`config.mk`:
```
export PLATFORM = sky130hd
export DESIGN_NAME = nor_op_scheduler
export DESIGN_NICKNAME = d
export VERILOG_FILES = /design/src/rtl/nor_op_pkg.sv /design/src/rtl/nor_cell.sv /design/src/rtl/nor_op_scheduler.sv
export SDC_FILE = /design/constraint.sdc
export NUM_CORES = 1
export LEC_CHECK = 0
export BUFFER_PORTS_ARGS = -buffer_cell sky130_fd_sc_hd__clkbuf_2
export CAP_MARGIN = 20
export CORE_MARGIN = 2
export CORE_UTILIZATION = 55
export CTS_BUF_LIST = sky130_fd_sc_hd__clkbuf_4 sky130_fd_sc_hd__clkbuf_8 sky130_fd_sc_hd__clkbuf_16
export DETAILED_ROUTE_END_ITERATION = 10
export GPL_TIMING_DRIVEN = 0
export PLACE_DENSITY = 0.83
export SLEW_MARGIN = 10
export SYNTH_ARGS = -nofsm -noshare
export SYNTH_HDL_FRONTEND = slang
export SYNTH_SLANG_ARGS = --single-unit
```
`constraint.sdc`:
```
create_clock -name clk -period 2.45 [get_ports clk]
set_input_delay 0.735 -clock clk [delete_from_list [all_inputs] [get_ports clk]]
set_output_delay 0.735 -clock clk [all_outputs]
set_load 0.005 [all_outputs]
```
`src/rtl/nor_op_pkg.sv`:
```
// rtl/nor_op_pkg.sv - opcode and FSM state encodings for the NOR op scheduler
package nor_op_pkg;

  typedef enum logic [1:0] {
    OP_NOT   = 2'b00,
    OP_OR    = 2'b01,
    OP_AND   = 2'b10,
    OP_IMPLY = 2'b11
  } op_e;

  typedef enum logic [2:0] {
    IDLE = 3'd0,
    S1   = 3'd1,
    S2   = 3'd2,
    S3   = 3'd3,
    DONE = 3'd4
  } state_e;

endpackage

```
`src/rtl/nor_cell.sv`:
```
// rtl/nor_cell.sv - combinational WIDTH-bit bitwise NOR
module nor_cell #(
  parameter int WIDTH = 4
) (
  input  logic [WIDTH-1:0] x_i,
  input  logic [WIDTH-1:0] y_i,
  output logic [WIDTH-1:0] y_o
);

  assign y_o = ~(x_i | y_i);

endmodule

```
`src/rtl/nor_op_scheduler.sv`:
```
// rtl/nor_op_scheduler.sv - two-requester round-robin scheduler evaluating ops on one shared NOR
module nor_op_scheduler
  import nor_op_pkg::*;
#(
  parameter int WIDTH = 4
) (
  input  logic             clk,
  input  logic             rst_n,
  input  logic [1:0]       req_i,
  input  logic [1:0]       op0_i,
  input  logic [1:0]       op1_i,
  input  logic [WIDTH-1:0] a0_i,
  input  logic [WIDTH-1:0] b0_i,
  input  logic [WIDTH-1:0] a1_i,
  input  logic [WIDTH-1:0] b1_i,
  output logic [1:0]       gnt_o,
  output logic             busy_o,
  output logic             done_o,
  output logic             id_o,
  output logic [WIDTH-1:0] result_o
);

  state_e           state_q;
  op_e              op_q;
  logic [WIDTH-1:0] a_q, b_q, t1_q, t2_q, result_q;
  logic             id_q, last_q, busy_q, done_q;
  logic [1:0]       gnt_q;

  logic             win_d, last_step_d;
  logic [WIDTH-1:0] x_d, y_d, nor_y;

  nor_cell #(.WIDTH(WIDTH)) u_nor (
    .x_i (x_d),
    .y_i (y_d),
    .y_o (nor_y)
  );

  // last_q holds the requester served most recently; on a tie the other one wins
  assign win_d = req_i[1] & (~req_i[0] | ~last_q);

  always_comb begin
    x_d         = a_q;
    y_d         = a_q;
    last_step_d = 1'b0;
    case (state_q)
      S1: begin
        case (op_q)
          OP_NOT:  last_step_d = 1'b1;
          OP_OR:   y_d = b_q;
          default: ;
        endcase
      end
      S2: begin
        case (op_q)
          OP_OR: begin
            x_d         = t1_q;
            y_d         = t1_q;
            last_step_d = 1'b1;
          end
          OP_AND: begin
            x_d = b_q;
            y_d = b_q;
          end
          OP_IMPLY: begin
            x_d = t1_q;
            y_d = b_q;
          end
          default: ;
        endcase
      end
      S3: begin
        x_d         = (op_q == OP_AND) ? t1_q : t2_q;
        y_d         = t2_q;
        last_step_d = 1'b1;
      end
      default: ;
    endcase
  end

  always_ff @(posedge clk or negedge rst_n) begin
    if (!rst_n) begin
      state_q  <= IDLE;
      op_q     <= OP_NOT;
      a_q      <= '0;
      b_q      <= '0;
      t1_q     <= '0;
      t2_q     <= '0;
      result_q <= '0;
      id_q     <= 1'b0;
      last_q   <= 1'b1;
      busy_q   <= 1'b0;
      done_q   <= 1'b0;
      gnt_q    <= 2'b00;
    end else begin
      gnt_q  <= 2'b00;
      done_q <= 1'b0;
      case (state_q)
        IDLE: begin
          if (|req_i) begin
            id_q    <= win_d;
            last_q  <= win_d;
            op_q    <= win_d ? op_e'(op1_i) : op_e'(op0_i);
            a_q     <= win_d ? a1_i : a0_i;
            b_q     <= win_d ? b1_i : b0_i;
            gnt_q   <= win_d ? 2'b10 : 2'b01;
            busy_q  <= 1'b1;
            state_q <= S1;
          end
        end
        S1, S2, S3: begin
          if (state_q == S1)      t1_q <= nor_y;
          else if (state_q == S2) t2_q <= nor_y;
          if (last_step_d) begin
            result_q <= nor_y;
            done_q   <= 1'b1;
            state_q  <= DONE;
          end else begin
            state_q <= (state_q == S1) ? S2 : S3;
          end
        end
        DONE: begin
          busy_q  <= 1'b0;
          state_q <= IDLE;
        end
        default: state_q <= IDLE;
      endcase
    end
  end

  assign gnt_o    = gnt_q;
  assign busy_o   = busy_q;
  assign done_o   = done_q;
  assign id_o     = id_q;
  assign result_o = result_q;

endmodule

```
== Yosys cells after proc, flatten, opt, wreduce, memory -nomap -nowiden ==
Cells that the tools add are included.
W data, S select, Z words.

* Eq/ne operators: 8
* Mux-type cells: 23
* Bitwise operators: 7
* Reductions and logical operators: 12

{| class="wikitable"
|+ Operator list
! cell !! number
|-
| $pmux W4 S2 || 3
|-
| $mux W4 || 4
|-
| $pmux W4 S3 || 1
|-
| $mux W2 || 4
|-
| $reduce_and A2 Y1 || 4
|-
| $eq A3 B2 Y1 const B || 2
|-
| $mux W1 || 6
|-
| $mux W3 || 2
|-
| $pmux W3 S2 || 1
|-
| $reduce_or A2 Y1 || 3
|-
| $eq A2 B2 Y1 const B || 2
|-
| $not A4 Y4 || 1
|-
| $or A4 B4 Y4 || 1
|-
| $eq A3 B1 Y1 const B || 1
|-
| $eq A3 B3 Y1 const B || 1
|-
| $logic_not A3 Y1 || 1
|-
| $not A1 Y1 || 3
|-
| $pmux W1 S3 || 1
|-
| $reduce_and A3 Y1 || 1
|-
| $reduce_or A3 Y1 || 1
|-
| $eq A2 B1 Y1 const B || 1
|-
| $logic_not A2 Y1 || 1
|-
| $ne A2 B2 Y1 const B || 1
|-
| $pmux W1 S2 || 1
|-
| 3 further kinds || 3
|}

* Register bits: 31
* Output and inout port bits: 9

== Logic depth before layout (Yosys ltp) ==
Gate-level depths: netlist of the first run.

* Depth in word-level cells: 6
* Mapped depth: 6

== Cells and area by module ==
A second synthesis of the first run with hierarchy kept.

* Cell total of the unflattened synthesis: 159
* Area, all modules: 1672.9 µm²

{| class="wikitable"
|+ Modules (own cells, without submodules)
! module !! instances !! cells each !! area each (µm²)
|-
| nor_op_scheduler || 1 || 155 || 1657.8
|-
| nor_cell || 1 || 4 || 15.0
|}

== Least setup slack after synthesis of the first run ==
No wires, ideal clock.

* Kind: in2reg
* Start point: input port req_i[1]
* End point: register a_q[1]
* Library setup time: 118 ps
* Data arrival time: 1518 ps
* Data required time: 2332 ps
* Setup slack: 813 ps
* Stages: 5
* Path through: a21boi_2 and2_1 buf_2 a22o_1 a21o_1

* Longest elaborated chain between the ends: 2
* Elaborated cells on any way between the ends: 4
* Those cells by class: 1 x mux; 1 x bitwise; 2 x reduce/logical

{| class="wikitable"
|+ Ends and longest elaborated chain
! what !! RTL line !! source
|-
| start: declaration || nor_op_scheduler.sv:9 || <nowiki>input logic [1:0] req_i,</nowiki>
|-
| $and A1 B1 Y1 or $reduce_or A2 Y1 (tied branches) || nor_op_scheduler.sv:39, nor_op_scheduler.sv:99 ||
|-
| $mux W4 or $reduce_and A2 Y1 (tied branches) || n/a ||
|-
| end signal: assignment || nor_op_scheduler.sv:103 || <nowiki>a_q <= win_d ? a1_i : a0_i;</nowiki>
|-
| end: declaration || nor_op_scheduler.sv:25 || <nowiki>logic [WIDTH-1:0] a_q, b_q, t1_q, t2_q, result_q;</nowiki>
|}

Several ways; a longest one is shown, not always the timed one.
A chain may end at the register's enable or synchronous reset.

== Worst setup path after layout of the first run ==
* Start point: register state_q[1]
* End point: register op_q[0]

* Longest elaborated chain between the ends: 2

{| class="wikitable"
|+ Ends and longest elaborated chain
! what !! RTL line !! source
|-
| start: declaration || nor_op_scheduler.sv:23 || <nowiki>state_e state_q;</nowiki>
|-
| start signal: assignment || nor_op_scheduler.sv:118 || <nowiki>state_q <= (state_q == S1) ? S2 : S3;</nowiki>
|-
| $logic_not A3 Y1 || nor_op_scheduler.sv:97 || <nowiki>case (state_q)</nowiki>
|-
| $reduce_and A2 Y1 (no source line) || n/a ||
|-
| end signal: assignment || nor_op_scheduler.sv:102 || <nowiki>op_q <= win_d ? op_e'(op1_i) : op_e'(op0_i);</nowiki>
|-
| end: declaration || nor_op_scheduler.sv:24 || <nowiki>op_e op_q;</nowiki>
|}

No other way between the ends.

==> flow_metrics.tcl, run 1 <==
set metrics [dict create \
    outcome "finished, final reports clean" \
    avgViaCountPerCell 6.18 \
    crit_chain "nor3_1, o21ai_2, nor2_1, a21o_1" \
    final_hold_viol_count 0 \
    ir_drop_mv 0.896 \
    ys_ff_latch 31 \
    grt_pass1_wl_um 6160 \
    ant_nets 0 \
    cp_slowest_cell "dfrtp_1" \
    ctsResizeCount 0 \
    post-route-period-util_pct 67.4 \
    path_class "reg2reg" \
    clk_pin_slew_ns 0.09 \
    path_depth 4 \
    slowest_delay_ns 0.46 \
    crit_required_ns 2.73 \
    core-area_um2 2980 \
    p_leak_nw 0.912 \
    grt_overflow 0 \
    area_delta_synth_final_pct 15.5 \
    grt.total_usage_pct 24.0 \
    grt_max_degree 32 \
    hold_buffers 0 \
    clockBufferDepth 2 \
    period_needed_ns 1.65 \
    crit_path_end_kind "register" \
    synthFlopType "dfrtp_1" \
    async_flop_share_pct 100 \
    p_total_mw 2.73 \
    num-fill-cells 242 \
    first_global_vias 1362 \
    top_layer_used "met4" \
    skew_ns 0.0127 \
    drt_pass1_iterations 4 \
    start_util_pct 56.2 \
    cts_tree "built" \
    fmax_ghz 0.605 \
    rsz0062_at_grt "false" \
    drc 0 \
    die_height_um 59.2 \
    critPathMaxFanout 10 \
    routed_wl_um 3620 \
    place_hpwl_um 2670 \
    seq_area_frac_synth_pct 46.4 \
    avgSynthCellArea_um2 11.3 \
    route.met2.wl_um 1840 \
    drtIter0Drc 15 \
    path_delay_family "simple AND/OR/NAND/NOR gates" \
    root_buffer "clkbuf_4" \
    crit_arrival_ns 1.93 \
    tns_ns 0 \
    met3_length_um 159 \
    clock-sinks 31 \
    met1_length_um 1500 \
    num_vias 1365 \
    num_rows 20 \
    synth_area_leaders "dfrtp_1 45%, mux2i_1 4.8%, nand3b_1 4.5%, a22o_1 4.2%, o21ai_0 4.2%" \
    relSlewSlack_pct 49.5 \
    yosysTopAreaCellShare_pct 44.8 \
    synth_fp_nets 172 \
    wl_per_cell_um 16.4 \
    tightest_slew_ns 0.757 \
    power_density_nw_per_um2 1410 \
    die_area_um2 3500 \
    drive_above_1_share_pct 38.3 \
    slew_violations 0 \
    io-pin-count 33 \
    diodes 0 \
    place.gp.congestion 0.833 \
    cts_setup_buffers 0 \
    final_nets 211 \
    synth_cell_types 38 \
    cp_num_buf_inv 0 \
    synth_warnings 0 \
    finalSetupViolCount 0 \
    synth_edf_count 0 \
    syn-cell-area_um2 1670 \
    grt_antenna_before_repair 0 \
    worstSkewPairLatency_ns 0.35 \
    cts.htree.levels 2 \
    hold_class "in2async" \
    cp-start-kind "register" \
    io_buffers 32 \
    cts_made_buffers 5 \
    reg2reg_depth 4 \
    fp.dieW_um 59.2 \
    cap_violations 0 \
    yosys.area.top_type "dfrtp_1" \
    synthCells 148 \
]
==> per-layer routing <==
metal	track usage [%]	up-vias
li1	-	637
met1	28.3	682
met2	39.0	33
met3	7.21	13
met4	13.0	0
met5	0	-
==> layout make-up <==
class / instances / area (um^2) / area share [%]
Sequential cell: 31 / 777 / 40.2
Timing Repair Buffer: 32 / 160 / 8.28
Tap cell: 33 / 41.3 / 2.14
Multi-Input combinational cell: 105 / 820 / 42.4
Clock inverter: 1 / 5.00 / 0.259
Clock buffer: 7 / 52.6 / 2.72
Buffer: 12 / 77.6 / 4.01
==> registers in the layout (all words and copies together), names as in the netlist <==
register  cells
gnt_o         2
t2_q          4
b_q           4
t1_q          4
a_q           4
result_o      4
id_o          1
done_o        1
last_q        1
op_q          2
busy_o        1
state_q       3
==> logic make-up after synthesis <==
logic type	share of synthesized area, %
AO/OA/AOI/OAI	27.3
AND/OR/NAND/NOR	14.4
flip-flops	46.4
buffers and inverters	4.63
multiplexers	7.25
==> cells in the mapped netlist (3+ instances only) <==
library cell	number
dfrtp_1	30
a22o_1	8
a21o_1	8
nand2_1	17
buf_4	3
nand4b_1	4
nand3b_1	10
mux2i_1	8
a41o_2	3
buf_2	4
o211ai_2	3
o21ai_0	14
nor2_1	3
==> layout by cell type, fill, tap and decap left out, drive strengths merged, types with 4 or more instances in the layout <==
cell type / Yosys / layout
clkbuf: 3 / 42
dfrtp: 30 / 30
nand2: 17 / 17
o21ai: 15 / 15
nand3b: 10 / 10
a22o: 10 / 10
buf: 9 / 9
mux2i: 8 / 8
a21o: 8 / 8
nor2: 5 / 5
nand4b: 4 / 4
==> where the power goes <==
part           switching, mW  internal [mW]  total (mW)
combinational          0.768          0.686        1.45
clock                  0.176          0.134       0.309
sequential             0.198          0.770       0.968
==> path summary, 6_finish.rpt <==
check / start / endpoint / slack, ns
hold reg to reg: busy_o / busy_o / 0.48
setup reg to reg: state_q[1] / op_q[0] / 0.80
min in group clk: busy_o / busy_o / 0.48
hold / removal: rst_n / t1_q[3] / 0.45
max in group asynchronous: rst_n / done_o / 1.52
setup / recovery: state_q[1] / op_q[0] / 0.80
==> through the flow <==
step                      worst slack [ns]  cell area, um^2  instances  util [%]  hold slack [ns]
after floorplan                      0.813             1670        148         -            0.439
after global placement               0.643             1880        213      63.0            0.460
after detailed placement             0.561             1880        213      63.0            0.466
after CTS                            0.781             1930        221      64.9            0.486
after global routing                 0.608             1930        221      64.9            0.509
final                                0.798             1930        221      64.9            0.448
Note: power is estimated with default switching activity, not from simulation.
==> run 2: changes to the inputs <==
--- a/config.mk
+++ b/config.mk
@@ -5,14 +5,15 @@
 export SDC_FILE = /design/constraint.sdc
 export NUM_CORES = 1
 export LEC_CHECK = 0
+export ABC_AREA = 1
 export BUFFER_PORTS_ARGS = -buffer_cell sky130_fd_sc_hd__clkbuf_2
 export CAP_MARGIN = 20
 export CORE_MARGIN = 2
-export CORE_UTILIZATION = 55
+export CORE_UTILIZATION = 49
 export CTS_BUF_LIST = sky130_fd_sc_hd__clkbuf_4 sky130_fd_sc_hd__clkbuf_8 sky130_fd_sc_hd__clkbuf_16
 export DETAILED_ROUTE_END_ITERATION = 10
 export GPL_TIMING_DRIVEN = 0
-export PLACE_DENSITY = 0.83
+export PLACE_DENSITY = 0.78
 export SLEW_MARGIN = 10
 export SYNTH_ARGS = -nofsm -noshare
 export SYNTH_HDL_FRONTEND = slang
==> constraint.sdc (replaced) <==
create_clock -name clk -period 1.3 [get_ports clk]
set_input_delay 0.39 -clock clk [delete_from_list [all_inputs] [get_ports clk]]
set_output_delay 0.39 -clock clk [all_outputs]
set_load 0.005 [all_outputs]
==> flow_metrics.tcl, run 2 <==
set metrics [dict create \
    routed_wl_um 4230 \
    synth_fp_nets 233 \
    synth_most_common_cell "nand2_1" \
    crit_arrival_ns 1.65 \
    setup_ws_ns -0.0821 \
    ir_drop_mv 1.38 \
    ant_nets 0 \
    place.gp.congestion 0.926 \
    layout_common_cells "75 x nand2_1, 32 x clkbuf_2, 28 x dfrtp_1" \
    cts.htree.levels 2 \
    cts_tree "built" \
    crit_required_ns 1.57 \
    violations "negative setup slack" \
    tns_ns -0.360 \
    timing.rr.end "result_o[2]" \
    synthTopCellsByCount "92 x nand2_1, 30 x dfrtp_1, 18 x inv_1, 12 x nand3_1, 9 x nand4_1" \
    wl_per_cell_um 13.4 \
    post-route-period-util_pct 106 \
    fmax_ghz 0.724 \
    async_flop_share_pct 100 \
    drive_above_1_share_pct 40.0 \
    reg2reg_depth 6 \
    avgSynthCellArea_um2 7.87 \
    final_nets 293 \
    hold_buffers 0 \
    core-area_um2 3280 \
    r2r_setup_slack_ns -0.08 \
    io_buffers 32 \
    synth_warnings 0 \
    cp_num_buf_inv 2 \
    stdcell_count 316 \
    synthFlopType "dfrtp_1" \
    dp.cells 287 \
    diodes 0 \
    p_leak_nw 1.20 \
    crit_chain "inv_4, nor2_4, buf_12, o211ai_1, nand4_1, nand2_1" \
    drt_pass1_iterations 4 \
    tightest_slew_ns 0.784 \
    cap_violations 0 \
    die_area_um2 3830 \
    start_util_pct 50.1 \
    period_needed_ns 1.38 \
    grt_pass1_wl_um 6260 \
    critPathMaxFanout 6 \
    relSlewSlack_pct 47.8 \
    clock-sinks 31 \
    met2_usage_pct 38.9 \
    num_vias 1633 \
    final_hold_viol_count 0 \
    worstSkewPairLatency_ns 0.33 \
    root_buffer "clkbuf_4" \
    grt_max_degree 32 \
    yosys.area.top_type "dfrtp_1" \
    outcome "complete, but fails checks" \
    final_common_cell "nand2_1" \
    seq_area_frac_synth_pct 47.3 \
    ys_ff_latch 31 \
    clockBufferDepth 2 \
    grtUsageMet3_pct 5.80 \
    drtIter0Drc 63 \
    finalSetupViolCount 11 \
    synth_edf_count 0 \
    cts_made_buffers 5 \
    drc 0 \
    rsz0062_at_grt "true" \
    avgViaCountPerCell 5.17 \
    yosysTopAreaCellShare_pct 45.7 \
    area_delta_synth_final_pct 37.9 \
    hold_class "in2async" \
    place_hpwl_um 2560 \
    die_height_um 61.9 \
    fp.dieW_um 61.9 \
    synth_area_leaders "dfrtp_1 46%, nand2_1 21%, inv_1 4.1%, nand3_1 3.7%, nand4_1 3.4%" \
    cp_slowest_cell "dfrtp_2" \
    clk_pin_slew_ns 0.10 \
    r2r_start "op_q[0]" \
    slew_violations 0 \
    power_density_nw_per_um2 2670 \
    synth_cell_types 25 \
    cp-start-kind "register" \
    first_global_vias 1449 \
    skew_ns 0.00605 \
    io-pin-count 33 \
    num_rows 21 \
    slowest_delay_ns 0.47 \
    path_delay_family "flip-flops" \
    num-fill-cells 254 \
    synthCells 209 \
    grt_overflow 0 \
    grt_antenna_before_repair 0 \
    grt.met1_usage_pct 28.4 \
    path_class "reg2reg" \
    crit_path_end_kind "register" \
    grt_busiest_layer "met2" \
    grt.total_usage_pct 22.6 \
    place_ws_ns -0.101 \
    syn-cell-area_um2 1640 \
]
[run 2: cell types whose count changed after synthesis, sizes merged, moves of 9 or more]
| cell | before | now |
|---|---|---|
| nand2 | 17 | 95 |
| inv | 0 | 23 |
| nand3 | 0 | 12 |
| a22o | 10 | 0 |
| nand3b | 10 | 1 |
| nand4 | 0 | 9 |
[run 2: layout make-up]
cell class	instances	area, um^2	share of cell area [%]
Inverter	23	104	4.58
Timing Repair Buffer	53	374	16.5
Tap cell	46	57.6	2.54
Multi-Input combinational cell	153	857	37.8
Sequential cell	31	779	34.4
Clock buffer	8	72.6	3.20
Buffer	2	22.5	0.993
[run 2: logic make-up (layout without fill, tap and decap cells)]
logic type             after synthesis  count (layout)  share of synthesized area, %
buffers and inverters               25              86                          6.54
DFF                                 31              31                          47.3
and+or+nand+nor                    132             132                          38.4
AOI/OAI and AO/OA                   21              21                          7.84
[run 2: layer usage]
layer,vias up,share of wire (%)
li1,797,-
met1,792,43
met2,36,51
met3,8,4.4
met4,0,1.5
met5,-,0
[run 2: worst max path at each step]
stage	from	to	slack [ns]	cells after the start
global placement	state_q[0]	result_o[2]	-0.07	6
global route	op_q[0]	result_o[2]	-0.11	6
detailed placement	state_q[0]	result_o[2]	-0.10	6
CTS	state_q[0]	result_o[2]	-0.03	6
floorplan	state_q[0]	a_q[3]	0.08	8
finish	op_q[0]	result_o[2]	-0.08	6
[run 2: power by group]
part	total (mW)	internal [mW]	switching, mW
Sequential	1.80	1.45	0.351
Combinational	3.57	1.56	2.01
Clock	0.677	0.339	0.338
Total	6.05	3.35	2.70
[run 2: metrics by stage]
stage	utilization, %	total power, mW	area [um^2]	hold slack (ns)
after floorplan	-	3.60	1640	0.0944
after global placement	56.7	4.18	1860	0.455
after detailed placement	56.7	4.23	1860	0.455
after CTS	63.1	5.34	2070	0.144
after global routing	69.0	6.49	2270	0.180
final	69.0	6.05	2270	0.119
[run 2: repair_timing]
item,CTS,global route
pin swaps,9,37
setup endpoints to repair,24,26
setup buffers,12,9
gates resized for setup,10,41
==> run 3: changes to the inputs <==
--- a/config.mk
+++ b/config.mk
@@ -9,11 +9,11 @@
 export BUFFER_PORTS_ARGS = -buffer_cell sky130_fd_sc_hd__clkbuf_2
 export CAP_MARGIN = 20
 export CORE_MARGIN = 2
-export CORE_UTILIZATION = 49
+export CORE_UTILIZATION = 55
 export CTS_BUF_LIST = sky130_fd_sc_hd__clkbuf_4 sky130_fd_sc_hd__clkbuf_8 sky130_fd_sc_hd__clkbuf_16
 export DETAILED_ROUTE_END_ITERATION = 10
 export GPL_TIMING_DRIVEN = 0
-export PLACE_DENSITY = 0.78
+export PLACE_DENSITY = 0.83
 export SLEW_MARGIN = 10
 export SYNTH_ARGS = -nofsm -noshare
 export SYNTH_HDL_FRONTEND = slang
==> constraint.sdc (replaced) <==
create_clock -name clk -period 1.6 [get_ports clk]
set_input_delay 0.48 -clock clk [delete_from_list [all_inputs] [get_ports clk]]
set_output_delay 0.48 -clock clk [all_outputs]
set_load 0.005 [all_outputs]
==> flow_metrics.tcl, run 3 (synthesis results as in run 2) <==
set metrics [dict create \
    cp_num_buf_inv 0 \
    p_leak_nw 1.05 \
    place.gp.congestion 0.876 \
    hold_class "in2async" \
    tightest_slew_ns 0.748 \
    slew_violations 0 \
    p_total_mw 3.91 \
    diodes 0 \
    drive_above_1_share_pct 23.7 \
    fmax_ghz 0.705 \
    core-area_um2 2810 \
    cts_tree "built" \
    final_nets 272 \
    slowest_delay_ns 0.46 \
    critPathMaxFanout 6 \
    final_common_cell "nand2_1" \
    cap_violations 0 \
    crit_chain "nor2_1, nor2_1, nand2_1, nand2_1, nand2_1, nand4_1, nand2_1" \
    post-route-period-util_pct 88.6 \
    clockBufferDepth 2 \
    period_needed_ns 1.42 \
    cp_common_cell "nand2_1" \
    drc 1 \
    rsz0062_at_grt "false" \
    area_delta_synth_final_pct 15.8 \
    grt_antenna_before_repair 0 \
    cp_slowest_cell "dfrtp_1" \
    io-pin-count 33 \
    cts_setup_buffers 0 \
    io_buffers 32 \
    layout_common_cells "92 x nand2_1, 32 x clkbuf_2, 30 x dfrtp_1" \
    drtIter0Drc 55 \
    dp.cells 272 \
    wl_per_cell_um 12.1 \
    drt_pass1_iterations 7 \
    place_hpwl_um 2600 \
    cts_made_buffers 5 \
    violations "design-rule violations" \
    grt_overflow 0 \
    placed_area_um2 1840 \
    root_buffer "clkbuf_4" \
    grt.total_usage_pct 23.2 \
    die_height_um 58.7 \
    ir_drop_mv 1.05 \
    final_area_um2 1900 \
    relSlewSlack_pct 50.2 \
    crit_path_end_kind "register" \
    num-fill-cells 244 \
    power_density_nw_per_um2 2060 \
    start_util_pct 58.6 \
    cts.htree.levels 2 \
    first_global_vias 1425 \
    final_hold_viol_count 0 \
    path_delay_family "simple AND/OR/NAND/NOR gates" \
    routed_wl_um 3400 \
    clock-sinks 31 \
    path_class "reg2reg" \
    tns_ns 0 \
    ctsResizeCount 0 \
    grt_pass1_wl_um 5940 \
    num_vias 1489 \
    avgViaCountPerCell 5.32 \
    hold_buffers 0 \
    ant_nets 0 \
    outcome "complete, but fails checks" \
    num_rows 19 \
    finalSetupViolCount 0 \
    die_area_um2 3440 \
    cp-start-kind "register" \
    stdcell_count 280 \
    grt_max_degree 32 \
    clk_pin_slew_ns 0.10 \
    crit_required_ns 1.87 \
    worstSkewPairLatency_ns 0.33 \
    skew_ns 0.0116 \
    fp.dieW_um 58.7 \
    crit_arrival_ns 1.69 \
]
==> run 3: cell type report <==
| type | instances | area, um^2 | share of cell area (%) |
|---|---|---|---|
| Buffer | 2 | 16.3 | 0.855 |
| Clock buffer | 8 | 60.1 | 3.16 |
| Inverter | 23 | 91.3 | 4.80 |
| Multi-Input combinational cell | 153 | 759 | 39.9 |
| Sequential cell | 31 | 777 | 40.8 |
| Tap cell | 31 | 38.8 | 2.04 |
| Timing Repair Buffer | 32 | 160 | 8.42 |
==> run 3: worst register-to-register path, cell delays in order, from the launching register on <==
cell and delay [ns]:
dfrtp_1 0.46, nor2_1 0.31, nor2_1 0.15, nand2_1 0.10, nand2_1 0.05, nand2_1 0.09
nand4_1 0.12, nand2_1 0.08
==> run 3: routing by layer <==
metal | GRT usage (%) | vias to the layer above | wire (um)
li1 | - | 757 | -
met5 | 0 | - | 0
met1 | 29.8 | 695 | 1590
met3 | 7.25 | 5 | 150
met4 | 7.79 | 0 | 51
met2 | 37.4 | 32 | 1610
==> run 3: through the flow <==
stage	hold WS, ns	util, %	setup WS [ns]
floorplan	0.184	-	0.340
global placement	0.452	65.7	0.167
detailed placement	0.465	65.7	0.126
CTS	0.210	67.8	0.198
global route	0.250	67.8	0.0424
finish	0.198	67.8	0.182
==> run 3: worst paths after layout <==
path                                to  slack (ns)  startpoint  cells after the start
setup / recovery           result_o[2]        0.18     op_q[0]                      7
hold reg to reg                 last_q        0.48      last_q                      2
hold / removal             result_o[1]        0.20       rst_n                      1
setup reg to reg           result_o[2]        0.18     op_q[0]                      7
max in group asynchronous   state_q[1]        0.93       rst_n                      1
min in group clk                b_q[3]        0.35     b0_i[3]                      3
==> run 3: report_power, final <==
| group | switching [mW] | internal, mW | leakage, nW |
|---|---|---|---|
| registers | 0.261 | 1.17 | 0.378 |
| clock network | 0.255 | 0.226 | 0.0368 |
| logic | 1.28 | 0.719 | 0.632 |
| total | 1.80 | 2.12 | 1.05 |
